[src/rtl/exec_stage_pkg.sv]
// Shared definitions for the execute stage: datapath width, ALU operation
// classes, R-type funct codes and the multiply/divide FSM state encoding.
// Imported by exec_stage and muldiv_iter.
package exec_stage_pkg;

  localparam int XLEN = 32;

  // aluop classes
  localparam logic [2:0] ALU_ADD = 3'b000;
  localparam logic [2:0] ALU_SUB = 3'b001;
  localparam logic [2:0] ALU_R   = 3'b010;
  localparam logic [2:0] ALU_AND = 3'b011;
  localparam logic [2:0] ALU_OR  = 3'b100;
  localparam logic [2:0] ALU_SLT = 3'b101;
  localparam logic [2:0] ALU_XOR = 3'b110;
  localparam logic [2:0] ALU_LUI = 3'b111;

  // R-type funct codes
  localparam logic [5:0] F_ADD   = 6'b100000;
  localparam logic [5:0] F_SUB   = 6'b100010;
  localparam logic [5:0] F_AND   = 6'b100100;
  localparam logic [5:0] F_OR    = 6'b100101;
  localparam logic [5:0] F_XOR   = 6'b100110;
  localparam logic [5:0] F_NOR   = 6'b100111;
  localparam logic [5:0] F_SLT   = 6'b101010;
  localparam logic [5:0] F_SLTU  = 6'b101011;
  localparam logic [5:0] F_MFHI  = 6'b010000;
  localparam logic [5:0] F_MFLO  = 6'b010010;
  localparam logic [5:0] F_MULT  = 6'b011000;
  localparam logic [5:0] F_MULTU = 6'b011001;
  localparam logic [5:0] F_DIV   = 6'b011010;
  localparam logic [5:0] F_DIVU  = 6'b011011;

  // Multiply/divide FSM
  typedef enum logic [1:0] {
    IDLE = 2'd0,
    MUL  = 2'd1,
    DIV  = 2'd2
  } md_state_t;

  // MULT/MULTU/DIV/DIVU share the 0110xx prefix; the low two bits then
  // encode {is_div, is_unsigned}, which is the muldiv_iter op encoding.
  function automatic logic is_md_funct(input logic [5:0] f);
    return f[5:2] == 4'b0110;
  endfunction

endpackage

[src/rtl/muldiv_iter.sv]
// Iterative multiply/divide unit with HI/LO result registers.
// Ports: start/op/a/b accept an operation when idle; busy is high for exactly
// MD_CYCLES cycles afterwards; hi/lo hold the last completed result.
// op[1]=divide, op[0]=unsigned. Shift-add multiply and restoring divide run on
// operand magnitudes; signs are applied on the final iteration.
module muldiv_iter #(
  parameter int XLEN      = 32,
  parameter int MD_CYCLES = XLEN
) (
  input  logic            clk,
  input  logic            rst_n,
  input  logic            start,
  input  logic [1:0]      op,
  input  logic [XLEN-1:0] a,
  input  logic [XLEN-1:0] b,
  output logic            busy,
  output logic [XLEN-1:0] hi,
  output logic [XLEN-1:0] lo
);
  import exec_stage_pkg::*;

  localparam int CNT_W = $clog2(MD_CYCLES) + 1;

  md_state_t          state_q, state_d;
  logic [CNT_W-1:0]   cnt_q, cnt_d;
  logic [XLEN-1:0]    ma_q, ma_d;      // multiplicand / dividend magnitude
  logic [XLEN-1:0]    mb_q, mb_d;      // multiplier / divisor magnitude
  logic               neg_q, neg_d;    // product / quotient is negative
  logic               rneg_q, rneg_d;  // remainder is negative (dividend sign)
  logic               dz_q, dz_d;      // divide by zero
  logic [2*XLEN-1:0]  acc_q, acc_d;    // mul: {partial, multiplier}; div: {rem, quo}
  logic [XLEN-1:0]    hi_q, hi_d;
  logic [XLEN-1:0]    lo_q, lo_d;

  logic               a_neg, b_neg;
  logic [XLEN-1:0]    a_mag, b_mag;
  logic [XLEN:0]      mul_sum;
  logic [2*XLEN-1:0]  mul_nxt;
  logic [2*XLEN-1:0]  mul_fix;
  logic [XLEN:0]      div_shift;
  logic [XLEN:0]      div_diff;
  logic               div_ok;
  logic [2*XLEN-1:0]  div_nxt;
  logic               last;

  assign a_neg = !op[0] && a[XLEN-1];
  assign b_neg = !op[0] && b[XLEN-1];
  assign a_mag = a_neg ? -a : a;
  assign b_mag = b_neg ? -b : b;

  // One shift-add step: add multiplicand into the upper half when the
  // multiplier LSB is set, then shift the whole accumulator right.
  assign mul_sum = {1'b0, acc_q[2*XLEN-1:XLEN]} + {1'b0, (acc_q[0] ? ma_q : {XLEN{1'b0}})};
  assign mul_nxt = {mul_sum, acc_q[XLEN-1:1]};
  assign mul_fix = neg_q ? -mul_nxt : mul_nxt;

  // One restoring step: shift next dividend bit into the remainder and keep
  // the subtraction only when it does not go negative.
  assign div_shift = {acc_q[2*XLEN-1:XLEN], acc_q[XLEN-1]};
  assign div_diff  = div_shift - {1'b0, mb_q};
  assign div_ok    = !div_diff[XLEN];
  assign div_nxt   = {(div_ok ? div_diff[XLEN-1:0] : div_shift[XLEN-1:0]),
                      acc_q[XLEN-2:0], div_ok};

  assign last = (cnt_q == CNT_W'(MD_CYCLES - 1));

  always_comb begin
    state_d = state_q;
    cnt_d   = cnt_q;
    ma_d    = ma_q;
    mb_d    = mb_q;
    neg_d   = neg_q;
    rneg_d  = rneg_q;
    dz_d    = dz_q;
    acc_d   = acc_q;
    hi_d    = hi_q;
    lo_d    = lo_q;
    case (state_q)
      IDLE: begin
        if (start) begin
          ma_d    = a_mag;
          mb_d    = b_mag;
          neg_d   = a_neg ^ b_neg;
          rneg_d  = a_neg;
          dz_d    = (b == '0);
          cnt_d   = '0;
          acc_d   = op[1] ? {{XLEN{1'b0}}, a_mag} : {{XLEN{1'b0}}, b_mag};
          state_d = op[1] ? DIV : MUL;
        end
      end
      MUL: begin
        acc_d = mul_nxt;
        cnt_d = cnt_q + CNT_W'(1);
        if (last) begin
          hi_d    = mul_fix[2*XLEN-1:XLEN];
          lo_d    = mul_fix[XLEN-1:0];
          cnt_d   = '0;
          state_d = IDLE;
        end
      end
      DIV: begin
        acc_d = div_nxt;
        cnt_d = cnt_q + CNT_W'(1);
        if (last) begin
          // Divide by zero: the magnitude loop already leaves |a| in the
          // remainder, so only the quotient needs forcing to all ones.
          hi_d    = rneg_q ? -div_nxt[2*XLEN-1:XLEN] : div_nxt[2*XLEN-1:XLEN];
          lo_d    = dz_q   ? {XLEN{1'b1}}
                  : (neg_q ? -div_nxt[XLEN-1:0] : div_nxt[XLEN-1:0]);
          cnt_d   = '0;
          state_d = IDLE;
        end
      end
      default: state_d = IDLE;
    endcase
  end

  always_ff @(posedge clk or negedge rst_n) begin
    if (!rst_n) begin
      state_q <= IDLE;
      cnt_q   <= '0;
      ma_q    <= '0;
      mb_q    <= '0;
      neg_q   <= 1'b0;
      rneg_q  <= 1'b0;
      dz_q    <= 1'b0;
      acc_q   <= '0;
      hi_q    <= '0;
      lo_q    <= '0;
    end else begin
      state_q <= state_d;
      cnt_q   <= cnt_d;
      ma_q    <= ma_d;
      mb_q    <= mb_d;
      neg_q   <= neg_d;
      rneg_q  <= rneg_d;
      dz_q    <= dz_d;
      acc_q   <= acc_d;
      hi_q    <= hi_d;
      lo_q    <= lo_d;
    end
  end

  assign busy = (state_q != IDLE);
  assign hi   = hi_q;
  assign lo   = lo_q;

endmodule

[src/rtl/exec_stage.sv]
// Execute stage: operand-B mux, combinational ALU, EX/MEM pipeline register,
// and the iterative multiply/divide unit that owns HI/LO.
// Ports: decode/execute operands and control in; stall back to upstream;
// registered out_valid/alu_out/st_data/out_AW/out_* control to EX/MEM.
// Latency 1 for ALU ops; mul/div stalls upstream for MD_CYCLES cycles.
module exec_stage #(
  parameter int XLEN      = 32,
  parameter int MD_CYCLES = XLEN
) (
  input  logic            clk,
  input  logic            rst_n,
  input  logic            in_valid,
  input  logic [XLEN-1:0] dr1,
  input  logic [XLEN-1:0] dr2,
  input  logic [XLEN-1:0] imm,
  input  logic [4:0]      AW,
  input  logic [2:0]      aluop,
  input  logic [5:0]      sel,
  input  logic            regwrite,
  input  logic            memtoreg,
  input  logic            memwrite,
  input  logic            alusrc,
  output logic            stall,
  output logic            out_valid,
  output logic [XLEN-1:0] alu_out,
  output logic [XLEN-1:0] st_data,
  output logic [4:0]      out_AW,
  output logic            out_regwrite,
  output logic            out_memtoreg,
  output logic            out_memwrite
);
  import exec_stage_pkg::*;

  logic [XLEN-1:0] opb;
  logic [XLEN-1:0] alu_res;
  logic            is_md;
  logic            md_busy;
  logic            md_start;
  logic            take;
  logic [XLEN-1:0] md_hi, md_lo;

  logic            valid_q, valid_d;
  logic [XLEN-1:0] alu_q, alu_d;
  logic [XLEN-1:0] st_q, st_d;
  logic [4:0]      aw_q, aw_d;
  logic            rw_q, rw_d;
  logic            mtr_q, mtr_d;
  logic            mw_q, mw_d;

  assign opb = alusrc ? imm : dr2;

  always_comb begin
    alu_res = '0;
    is_md   = 1'b0;
    case (aluop)
      ALU_ADD: alu_res = dr1 + opb;
      ALU_SUB: alu_res = dr1 - opb;
      ALU_AND: alu_res = dr1 & opb;
      ALU_OR:  alu_res = dr1 | opb;
      ALU_SLT: alu_res = {{(XLEN-1){1'b0}}, ($signed(dr1) < $signed(opb))};
      ALU_XOR: alu_res = dr1 ^ opb;
      ALU_LUI: alu_res = opb << 16;
      ALU_R: begin
        is_md = is_md_funct(sel);
        case (sel)
          F_ADD:  alu_res = dr1 + opb;
          F_SUB:  alu_res = dr1 - opb;
          F_AND:  alu_res = dr1 & opb;
          F_OR:   alu_res = dr1 | opb;
          F_XOR:  alu_res = dr1 ^ opb;
          F_NOR:  alu_res = ~(dr1 | opb);
          F_SLT:  alu_res = {{(XLEN-1){1'b0}}, ($signed(dr1) < $signed(opb))};
          F_SLTU: alu_res = {{(XLEN-1){1'b0}}, (dr1 < opb)};
          F_MFHI: alu_res = md_hi;
          F_MFLO: alu_res = md_lo;
          default: alu_res = '0;  // unknown funct and mul/div write zero
        endcase
      end
      default: alu_res = '0;
    endcase
  end

  // Inputs are only honoured while the mul/div unit is idle.
  assign take     = in_valid && !md_busy && !is_md;
  assign md_start = in_valid && !md_busy && is_md;

  muldiv_iter #(
    .XLEN      (XLEN),
    .MD_CYCLES (MD_CYCLES)
  ) u_muldiv (
    .clk   (clk),
    .rst_n (rst_n),
    .start (md_start),
    .op    (sel[1:0]),
    .a     (dr1),
    .b     (opb),
    .busy  (md_busy),
    .hi    (md_hi),
    .lo    (md_lo)
  );

  // Anything other than an accepted single-cycle op becomes a bubble.
  always_comb begin
    valid_d = take;
    alu_d   = take ? alu_res  : '0;
    st_d    = take ? dr2      : '0;
    aw_d    = take ? AW       : '0;
    rw_d    = take && regwrite;
    mtr_d   = take && memtoreg;
    mw_d    = take && memwrite;
  end

  always_ff @(posedge clk or negedge rst_n) begin
    if (!rst_n) begin
      valid_q <= 1'b0;
      alu_q   <= '0;
      st_q    <= '0;
      aw_q    <= '0;
      rw_q    <= 1'b0;
      mtr_q   <= 1'b0;
      mw_q    <= 1'b0;
    end else begin
      valid_q <= valid_d;
      alu_q   <= alu_d;
      st_q    <= st_d;
      aw_q    <= aw_d;
      rw_q    <= rw_d;
      mtr_q   <= mtr_d;
      mw_q    <= mw_d;
    end
  end

  assign stall        = md_busy;
  assign out_valid    = valid_q;
  assign alu_out      = alu_q;
  assign st_data      = st_q;
  assign out_AW       = aw_q;
  assign out_regwrite = rw_q;
  assign out_memtoreg = mtr_q;
  assign out_memwrite = mw_q;

endmodule

[config.mk]
export PLATFORM = sky130hd
export DESIGN_NAME = exec_stage
export DESIGN_NICKNAME = d
export VERILOG_FILES = /design/src/rtl/exec_stage_pkg.sv /design/src/rtl/muldiv_iter.sv /design/src/rtl/exec_stage.sv
export SDC_FILE = /design/constraint.sdc
export NUM_CORES = 1
export LEC_CHECK = 0
export BUFFER_PORTS_ARGS = -buffer_cell sky130_fd_sc_hd__buf_2
export CELL_PAD_IN_SITES_DETAIL_PLACEMENT = 1
export CELL_PAD_IN_SITES_GLOBAL_PLACEMENT = 1
export CORE_ASPECT_RATIO = 0.9
export CORE_MARGIN = 1
export CORE_UTILIZATION = 47
export DETAILED_ROUTE_END_ITERATION = 6
export PLACE_DENSITY = 0.87
export SYNTH_ARGS = -nofsm -noshare
export SYNTH_HDL_FRONTEND = slang
export SYNTH_SLANG_ARGS = --single-unit
[constraint.sdc]
create_clock -name clk -period 7.2 [get_ports clk]
set_input_delay 0 -clock clk [delete_from_list [all_inputs] [get_ports clk]]
set_output_delay 0 -clock clk [all_outputs]
set_load 0.01 [all_outputs]
# After elaboration in Yosys (flattened, before gate mapping)
# Cells that the tools add are included.
# Widths: inputs -> output; s select.
dict set report word_totals {
  ff_bits 276
  elab_cells 115
  output_inout_bits 74
  inputBits 117
}
dict set report op_classes {
  addsub 10
  eq_ne 25
  n_mux 31
  bitwise_logic 5
  n_reduce_logical 25
  magnitude_cmp 2
}
# cell count
set op_table {}
lappend op_table {{$mux 32} 15}
lappend op_table {{$pmux 32 s10} 1}
lappend op_table {{$pmux 32 s8} 1}
lappend op_table {{$pmux 64 s3} 1}
lappend op_table {{$mux 64} 2}
lappend op_table {{$neg 32->32} 4}
lappend op_table {{$pmux 32 s2} 2}
lappend op_table {{$lt 32x32->1} 2}
lappend op_table {{$neg 64->64} 1}
lappend op_table {{$eq 6x6->1 const B} 8}
lappend op_table {{$add 32x32->33} 1}
lappend op_table {{$sub 33x32->33} 1}
lappend op_table {{$add 32x32->32} 1}
lappend op_table {{$and 32x32->32} 1}
lappend op_table {{$logic_not 32->1} 1}
lappend op_table {{$not 32->32} 1}
lappend op_table {{$or 32x32->32} 1}
lappend op_table {{$sub 32x32->32} 1}
lappend op_table {{$xor 32x32->32} 1}
lappend op_table {{$eq 6x5->1 const B} 3}
lappend op_table {{$eq 3x3->1 const B} 4}
lappend op_table {{$mux 6} 2}
lappend op_table {{$pmux 6 s2} 1}
lappend op_table {{$logic_and 1x1->1} 8}
lappend op_table {{21 further kinds} 34}

# Longest topological paths before layout
# Gate-level depths: netlist (run 1).
dict set report logic_depth {
  depth_word 7
  mapped_depth 27
  ltp_nobuf 24
}

# By module
# Synthesis (run 1) repeated with hierarchy kept, for this count alone.
dict set report hier_totals {
  hier_cells 3720
  area_unflattened_um2 28337.2
}
# module instances area_per_inst_um2 seq_area_each_um2 cells_each
set modules_own_cells {}
lappend modules_own_cells {muldiv_iter 1 18418.9 5079.9 2407}
lappend modules_own_cells {exec_stage 1 9918.3 1826.8 1313}

# Least setup slack after synthesis (run 1)
# No wires, ideal clock.
dict set report synth_timing {
  path_type {reg2reg}
  startpoint {register u_muldiv.acc_q[31]}
  endpoint {register u_muldiv.hi_q[20] (netlist: u_muldiv.hi[20])}
  path_stages_with_launch 25
  t_arrival_ns 5.127
  synth_period_minus_slack_ns 5.204
  slack_ns 1.996
  required_time_ns 7.123
  setup_ns 0.077
  n_path_buf 2
  path_cell_list {dfrtp_1 > clkbuf_1 > inv_1 > ha_1 > inv_1 > fa_1 > a211oi_1 > o211ai_1 > nand4_1 > a31oi_1 > a21o_1 > a22o_1 > nor2_1 > clkbuf_1 > mux2_2 > inv_1 > ha_1 > inv_1 > nor3_1 > nor4b_1 > a31oi_1 > o31ai_1 > xor2_1 > mux2i_1 > o21ai_1}
}
dict set report synth_between {
  elab_chain_len 6
  elab_cells_between_ends 9
  cone_classes {3 x add/sub; 6 x mux}
}
# item line_no
set synth_rtl {}
lappend synth_rtl {{from (decl)} muldiv_iter.sv:31} ;# logic [2*XLEN-1:0] acc_q, acc_d;
lappend synth_rtl {{from (signal assigned)} muldiv_iter.sv:127} ;# acc_q <= '0;
lappend synth_rtl {{from (signal assigned)} muldiv_iter.sv:138} ;# acc_q <= acc_d;
lappend synth_rtl {{$sub 33x32->33} muldiv_iter.sv:60} ;# assign div_diff = div_shift - {1'b0, mb_q};
lappend synth_rtl {{$mux 32} muldiv_iter.sv:62} ;# assign div_nxt = {(div_ok ? div_diff[XLEN-1:0] : div_shift[XLEN-1:0]),
lappend synth_rtl {{$neg 32->32} muldiv_iter.sv:107} ;# hi_d = rneg_q ? -div_nxt[2*XLEN-1:XLEN] : div_nxt[2*XLEN-1:XLEN];
lappend synth_rtl {{$mux 32} muldiv_iter.sv:107}
lappend synth_rtl {{$mux 32} muldiv_iter.sv:104} ;# if (last) begin
lappend synth_rtl {{$pmux 32 s2 (*)} muldiv_iter.sv:78} ;# case (state_q)
lappend synth_rtl {{to (signal assigned)} muldiv_iter.sv:139} ;# hi_q <= hi_d;
lappend synth_rtl {{to (decl)} muldiv_iter.sv:32} ;# logic [XLEN-1:0] hi_q, hi_d;
# Every way passes the cells marked *; elsewhere a longest branch is shown, timed or not. The select of a mux whose other input is x is not followed.
# A chain may end at the register's enable or synchronous reset.

# Worst setup path after layout (run 1)
# Ends and elaborated chain as after synthesis.

==> results.yml, run 1 <==
global_routing:
  first_global_vias: 30900
  met2_usage_pct: 62.3
  grt_pass1_wl_um: 189000
  grt_max_degree: 150
  antenna_found_initial: 0
  overflow: 0
  grt_usage_pct: 40.4
  met1_usage_pct: 53.6
  top_usage_layer: "met2"
  gr-usage-met3_pct: 7.12
routing:
  via_per_inst: 6.80
  drc_errors: 0
  dr_total_vias: 31400
  dr.pass1.iters: 6
  finalWirelength_um: 126000
  drt-wirelength-per-cell_um: 27.3
  antenna_left: 0
  drt_iter0_drc: 3540
timing:
  finalHoldViolCount: 6
  maxSlewViolCount: 0
  rsz0062_at_grt: "no"
  period_needed_ns: 6.46
  maxSlewHeadroom_pct: 19.4
  fin_crit_sh_pct: 89.8
  tns_ns: 0
  fmax_ghz: 0.155
  clock_skew_ns: 0.0225
  worst_pin_slew_ns: 1.18
  timing.final.ws_setup_ns: 0.736
  hold_slack_ns: -0.0105
  setup_viol: 0
synthesis:
  syn_inst: 3731
  yosys_warnings: 0
  synth.area.top_cells: "dfrtp_1, ha_1, nand2_1, xnor2_1, o21ai_0"
  synth_common_cells: "nand2_1, o21ai_0, dfrtp_1"
  synth_area_per_cell_um2: 7.52
  yosys_register_bits: 276
  seq_area_frac_synth_pct: 24.6
  synth_compound_area_share_pct: 28.4
  synth-xor-area-share_pct: 8.37
  synth_edf_count: 0
  ys_types: 92
  syn_area_um2: 28000
  synth_simple_gate_area_share_pct: 19.7
  synth_top_family_by_area: "compound AO/OA/AOI/OAI gates"
  synth_top_area_share_pct: 24.6
  synth.most_common_cell: "nand2_1"
  async_reset_ff_share_pct: 100
  synthMuxAreaShare_pct: 4.23
  synth_top_area_cell: "dfrtp_1"
  syn_nets: 4042
  synth_ff_type: "dfrtp_1"
  synth_adder_area_share_pct: 8.76
floorplan:
  pin_count: 191
  die_w_um: 259
  floorplan.rows: 84
  start_util_pct: 47.8
  die_h_um: 234
  dieArea_um2: 60600
  core_area_um2: 58600
layout:
  diodes: 0
  layout.nets: 4124
  final_cells: 4611
  drive_gt1_share_pct: 9.28
  fill_cells: 7392
  fin_util_pct: 53.1
  syn2layout_area_growth_pct: 11.1
power:
  ir_drop_uv: 181
  powerDensity_nw_per_um2: 189
  p_total_w: 0.00589
  total_leakage_power_nw: 13.8
clock_network:
  cts_made_buffers: 34
  clk-insertion-delay-late_ns: 0.58
  cts_resized: 0
  clkTransAtPathRegs_ns: 0.06
  htreeDepth: 2
  cts_tree: "built"
  post_cts_buffers: 0
  cts-root-buf: "clkbuf_16"
  clock-sinks: 276
  clockBufferDepth: 3
critical_path:
  endpoint_kind: "register"
  cp_max_fo: 20
  slowest_stage: "a31oi_1"
  crit_top_cell: "inv_1"
  cp_num_buf_inv: 5
  cp_slowest_stage_delay_ns: 0.65
  r2r-end: "u_muldiv.hi[20]"
  worst_setup_path_start_kind: "register"
  path_cells: "inv_1 > ha_1 > inv_1 > fa_1 > a211oi_1 > o211ai_1 > nand4_1 > a31oi_1 > a21o_1 > a22o_1 > nor2_4 > inv_2 > o21ai_1 > inv_1 > ha_1 > inv_1 > nor3_1 > nor4b_1 > a31oi_1 > o31ai_1 > xor2_1 > mux2i_1 > o21ai_1"
  worst-setup-path-type: "register to register"
  r2r-start: "u_muldiv.acc_q[31]"
  r2r_slack_ns: 0.74
  crit_arrival_ns: 6.95
  reg2reg_depth: 23
  crit_family: "compound AO/OA/AOI/OAI gates"
  required_ns: 7.69
run:
  cap_violations: 0
placement:
  place_congestion: 1.00
  dp_worst_setup_slack_ns: 1.06
  dp_hpwl_um: 89700
  numPortBuffers: 190
  place_inst: 4494
run_status:
  status: "complete, but fails checks"
  violations: "negative hold slack"
hold_path:
  min_path_type: "primary input to async pin"
state kept, by name, indices dropped and copies added, names as in the netlist:
register,count
alu_out,32
u_muldiv.mb_q,32
st_data,32
out_AW,5
u_muldiv.dz_q,1
out_valid,1
u_muldiv.rneg_q,1
out_regwrite,1
u_muldiv.state_q,2
u_muldiv.neg_q,1
out_memwrite,1
u_muldiv.ma_q,32
u_muldiv.acc_q,64
u_muldiv.cnt_q,6
u_muldiv.lo,32
out_memtoreg,1
u_muldiv.hi,32
cell type report:
type	instances	area (µm²)	area share, %
clock buffer	45	953	3.06
clock inverter	15	148	0.474
inverter	177	664	2.13
multi-input combinational	3022	19600	62.8
sequential	276	6910	22.2
tap	774	968	3.11
timing repair buffer	302	1960	6.30
worst max path at each step:
stage,depth (start not counted),from,slack [ns],endpoint
after global routing,23,u_muldiv.acc_q[31],0.40,u_muldiv.hi[20]
final,23,u_muldiv.acc_q[31],0.74,u_muldiv.hi[20]
after detailed placement,23,u_muldiv.acc_q[31],1.06,u_muldiv.hi[20]
after CTS,23,u_muldiv.acc_q[31],0.97,u_muldiv.hi[20]
after global placement,23,u_muldiv.acc_q[31],1.31,u_muldiv.hi[20]
after floorplan,24,u_muldiv.acc_q[31],2.00,u_muldiv.hi[20]
routing by layer:
metal  vias up  share of wire (%)
met2      1889                 44
met3       440                9.9
li1      13500                  -
met5         -                  0
met4         0                5.8
met1     15500                 40
metrics by stage:
step           area (µm²)  hold WS, ns
6_report            31200      -0.0105
2_1_floorplan       28000       -0.296
3_3_place_gp        29500      -0.0102
4_1_cts             31200   0.00000777
5_1_grt             31200       0.0200
3_5_place_dp        29500     -0.00309
power breakdown:
part           total, W  internal (W)  switching [W]
Combinational   0.00211      0.000748        0.00136
Sequential      0.00196       0.00172       0.000240
Clock           0.00182       0.00101       0.000809
cell usage in the layout, fill, tap and decap left out, types with 132 or more instances in the layout:
cell type	instances
buf_2	187
nand2_1	510
a21oi_1	249
ha_1	187
dfrtp_1	275
xnor2_1	209
o21ai_0	292
o21ai_1	132
nor2_1	238
inv_1	167
kinds of logic (layout without fill, tap and decap cells):
logic type      Yosys count  after routing
simple gates           1181           1181
flops                   276            276
xor+xnor                268            268
buf+inv                 433            539
mux                     117            117
compound gates         1262           1262
fa+ha+maj               194            194
repair_timing:
item	in CTS	in global routing
hold buffers	57	0
setup endpoints to repair	0	0
hold endpoints to repair	124	0
No activity file was read; power rests on OpenSTA's default activity.
==> run 2: changes to the inputs <==
- HOLD_SLACK_MARGIN: unset -> 0.12
==> run 2 against run 1 <==
The run now ends clean. Register-to-register slack got worse by 0.03 ns. Highest routed layer is now met5. Die area did not move. First-iteration DRC count rose by 7.4%. Sequential share of layout area fell by 0.21 points. Flip-flop and latch count did not move. Cell count rose by 0.63%. Fmax fell by 0.42%. Sequential power barely moved. Non-clock buffer count rose by 28. Critical path type unchanged.
==> results.yml, run 2 (synthesis gave the netlist of run 1 again) <==
clock_network:
  clk-insertion-delay-late_ns: 0.58
  cts_tree: "built"
  cts-root-buf: "clkbuf_16"
  clockBufferDepth: 3
  clock-sinks: 276
  cts_made_buffers: 34
  htreeDepth: 2
  post_cts_buffers: 0
  clkTransAtPathRegs_ns: 0.06
layout:
  drive_gt1_share_pct: 9.24
  register_area_um2: 6910
  fill_cells: 7339
  layout.nets: 4152
  fin_util_pct: 53.6
  mostFrequentLayoutCells: "nand2_1, o21ai_0, dfrtp_1, a21oi_1, nor2_1"
  final_common_cell: "nand2_1"
  multi_input_area_um2: 19600
  largest_reg_flops: 64
  syn2layout_area_growth_pct: 12.2
  final_cells: 4640
  regMostFlops: "u_muldiv.acc_q"
critical_path:
  required_ns: 7.70
  worst-setup-path-type: "register to register"
  endpoint_kind: "register"
  cp_max_fo: 20
  crit_arrival_ns: 6.99
  worst_setup_path_start_kind: "register"
floorplan:
  die_h_um: 234
  start_util_pct: 47.8
  floorplan.rows: 84
  dieArea_um2: 60600
  core_area_um2: 58600
  pin_count: 191
  die_w_um: 259
global_routing:
  overflow: 0
  first_global_vias: 31500
  grt_usage_pct: 41.1
  antenna_found_initial: 2
  grt_pass1_wl_um: 192000
  grt_max_degree: 150
routing:
  drt-wirelength-per-cell_um: 27.7
  dr.pass1.iters: 6
  dr_total_vias: 31700
  finalWirelength_um: 128000
  drt_iter0_drc: 3803
  via_per_inst: 6.84
  antenna_left: 0
  drc_errors: 0
timing:
  rsz0062_at_grt: "no"
  worst_pin_slew_ns: 1.21
  maxSlewViolCount: 0
  tns_ns: 0
  clock_skew_ns: 0.0191
  fin_crit_sh_pct: 90.2
  fmax_ghz: 0.154
  maxSlewHeadroom_pct: 17.0
  finalHoldViolCount: 0
  setup_viol: 0
  period_needed_ns: 6.49
placement:
  dp_hpwl_um: 89700
  numPortBuffers: 190
  place_congestion: 1.00
  place_inst: 4494
hold_path:
  min_path_type: "primary input to register"
power:
  total_leakage_power_nw: 13.9
  powerDensity_nw_per_um2: 189
  ir_drop_uv: 176
run:
  cap_violations: 0
run_status:
  status: "finished, final reports clean"
-- run 2: changes by cell type in the layout (fill, tap and decap cells not counted), sizes merged --
cell         previous run  this run
dlygate4sd3            57        84
buf                   245       246
diode                   0         1
-- run 2: metal layers --
| metal | track usage [%] | up-vias | wire [µm] |
|---|---|---|---|
| met5 | 0 | - | 12 |
| met4 | 23.8 | 2 | 8090 |
| met2 | 63.0 | 2004 | 56000 |
| met3 | 7.77 | 538 | 13000 |
| met1 | 54.1 | 15600 | 51300 |
| li1 | - | 13600 | - |
-- run 2: worst paths after layout --
check | end | cells after the start | startpoint | slack, ns
hold reg to reg | u_muldiv.ma_q[21] | 2 | u_muldiv.ma_q[21] | 0.48
setup / recovery | u_muldiv.hi[20] | 23 | u_muldiv.acc_q[31] | 0.71
min in group asynchronous | st_data[13] | 4 | rst_n | 0.59
hold / removal | u_muldiv.mb_q[29] | 5 | imm[29] | 0.14
max in group asynchronous | u_muldiv.mb_q[9] | 4 | rst_n | 5.63
setup reg to reg | u_muldiv.hi[20] | 23 | u_muldiv.acc_q[31] | 0.71
-- run 2: critical path, stage by stage (launching register included) --
cell	delay (ns)
dfrtp_1	0.50
inv_1	0.11
ha_1	0.24
inv_1	0.07
fa_1	0.31
a211oi_1	0.14
o211ai_1	0.29
nand4_1	0.36
a31oi_1	0.64
a21o_1	0.38
a22o_1	0.54
nor2_4	0.15
inv_2	0.36
o21ai_1	0.16
inv_1	0.08
ha_1	0.21
inv_1	0.14
nor3_1	0.42
nor4b_1	0.31
a31oi_1	0.19
o31ai_1	0.36
xor2_1	0.20
mux2i_1	0.10
o21ai_1	0.14
-- run 2: report_power, final --
part           switching, W  total, W  internal, W
Clock              0.000817   0.00183      0.00101
Combinational       0.00139   0.00215     0.000761
Sequential         0.000239   0.00196      0.00172
-- run 2: cell type report --
cell class	instances	area share (%)
Antenna cell	1	0.00795
Clock buffer	45	3.03
Tap cell	774	3.08
Timing Repair Buffer	330	7.18
Sequential cell	276	22.0
Clock inverter	15	0.469
Multi-Input combinational cell	3022	62.2
Inverter	177	2.11
-- run 2: repair_timing --
action / 4_1_cts / 5_1_grt
hold buffers: 85 / 0
setup endpoints to repair: 0 / 0
resized for setup: 0 / 0
hold endpoints to repair: 151 / 0
-- run 2: stage by stage --
stage	area [µm²]	setup WS (ns)	total power [W]	hold slack [ns]
2_1_floorplan	28000	2.00	0.00326	-0.296
3_3_place_gp	29500	1.31	0.00387	-0.0102
3_5_place_dp	29500	1.06	0.00395	-0.00309
4_1_cts	31500	0.968	0.00579	0.121
5_1_grt	31500	0.391	0.00612	0.161
6_report	31500	0.709	0.00594	0.145
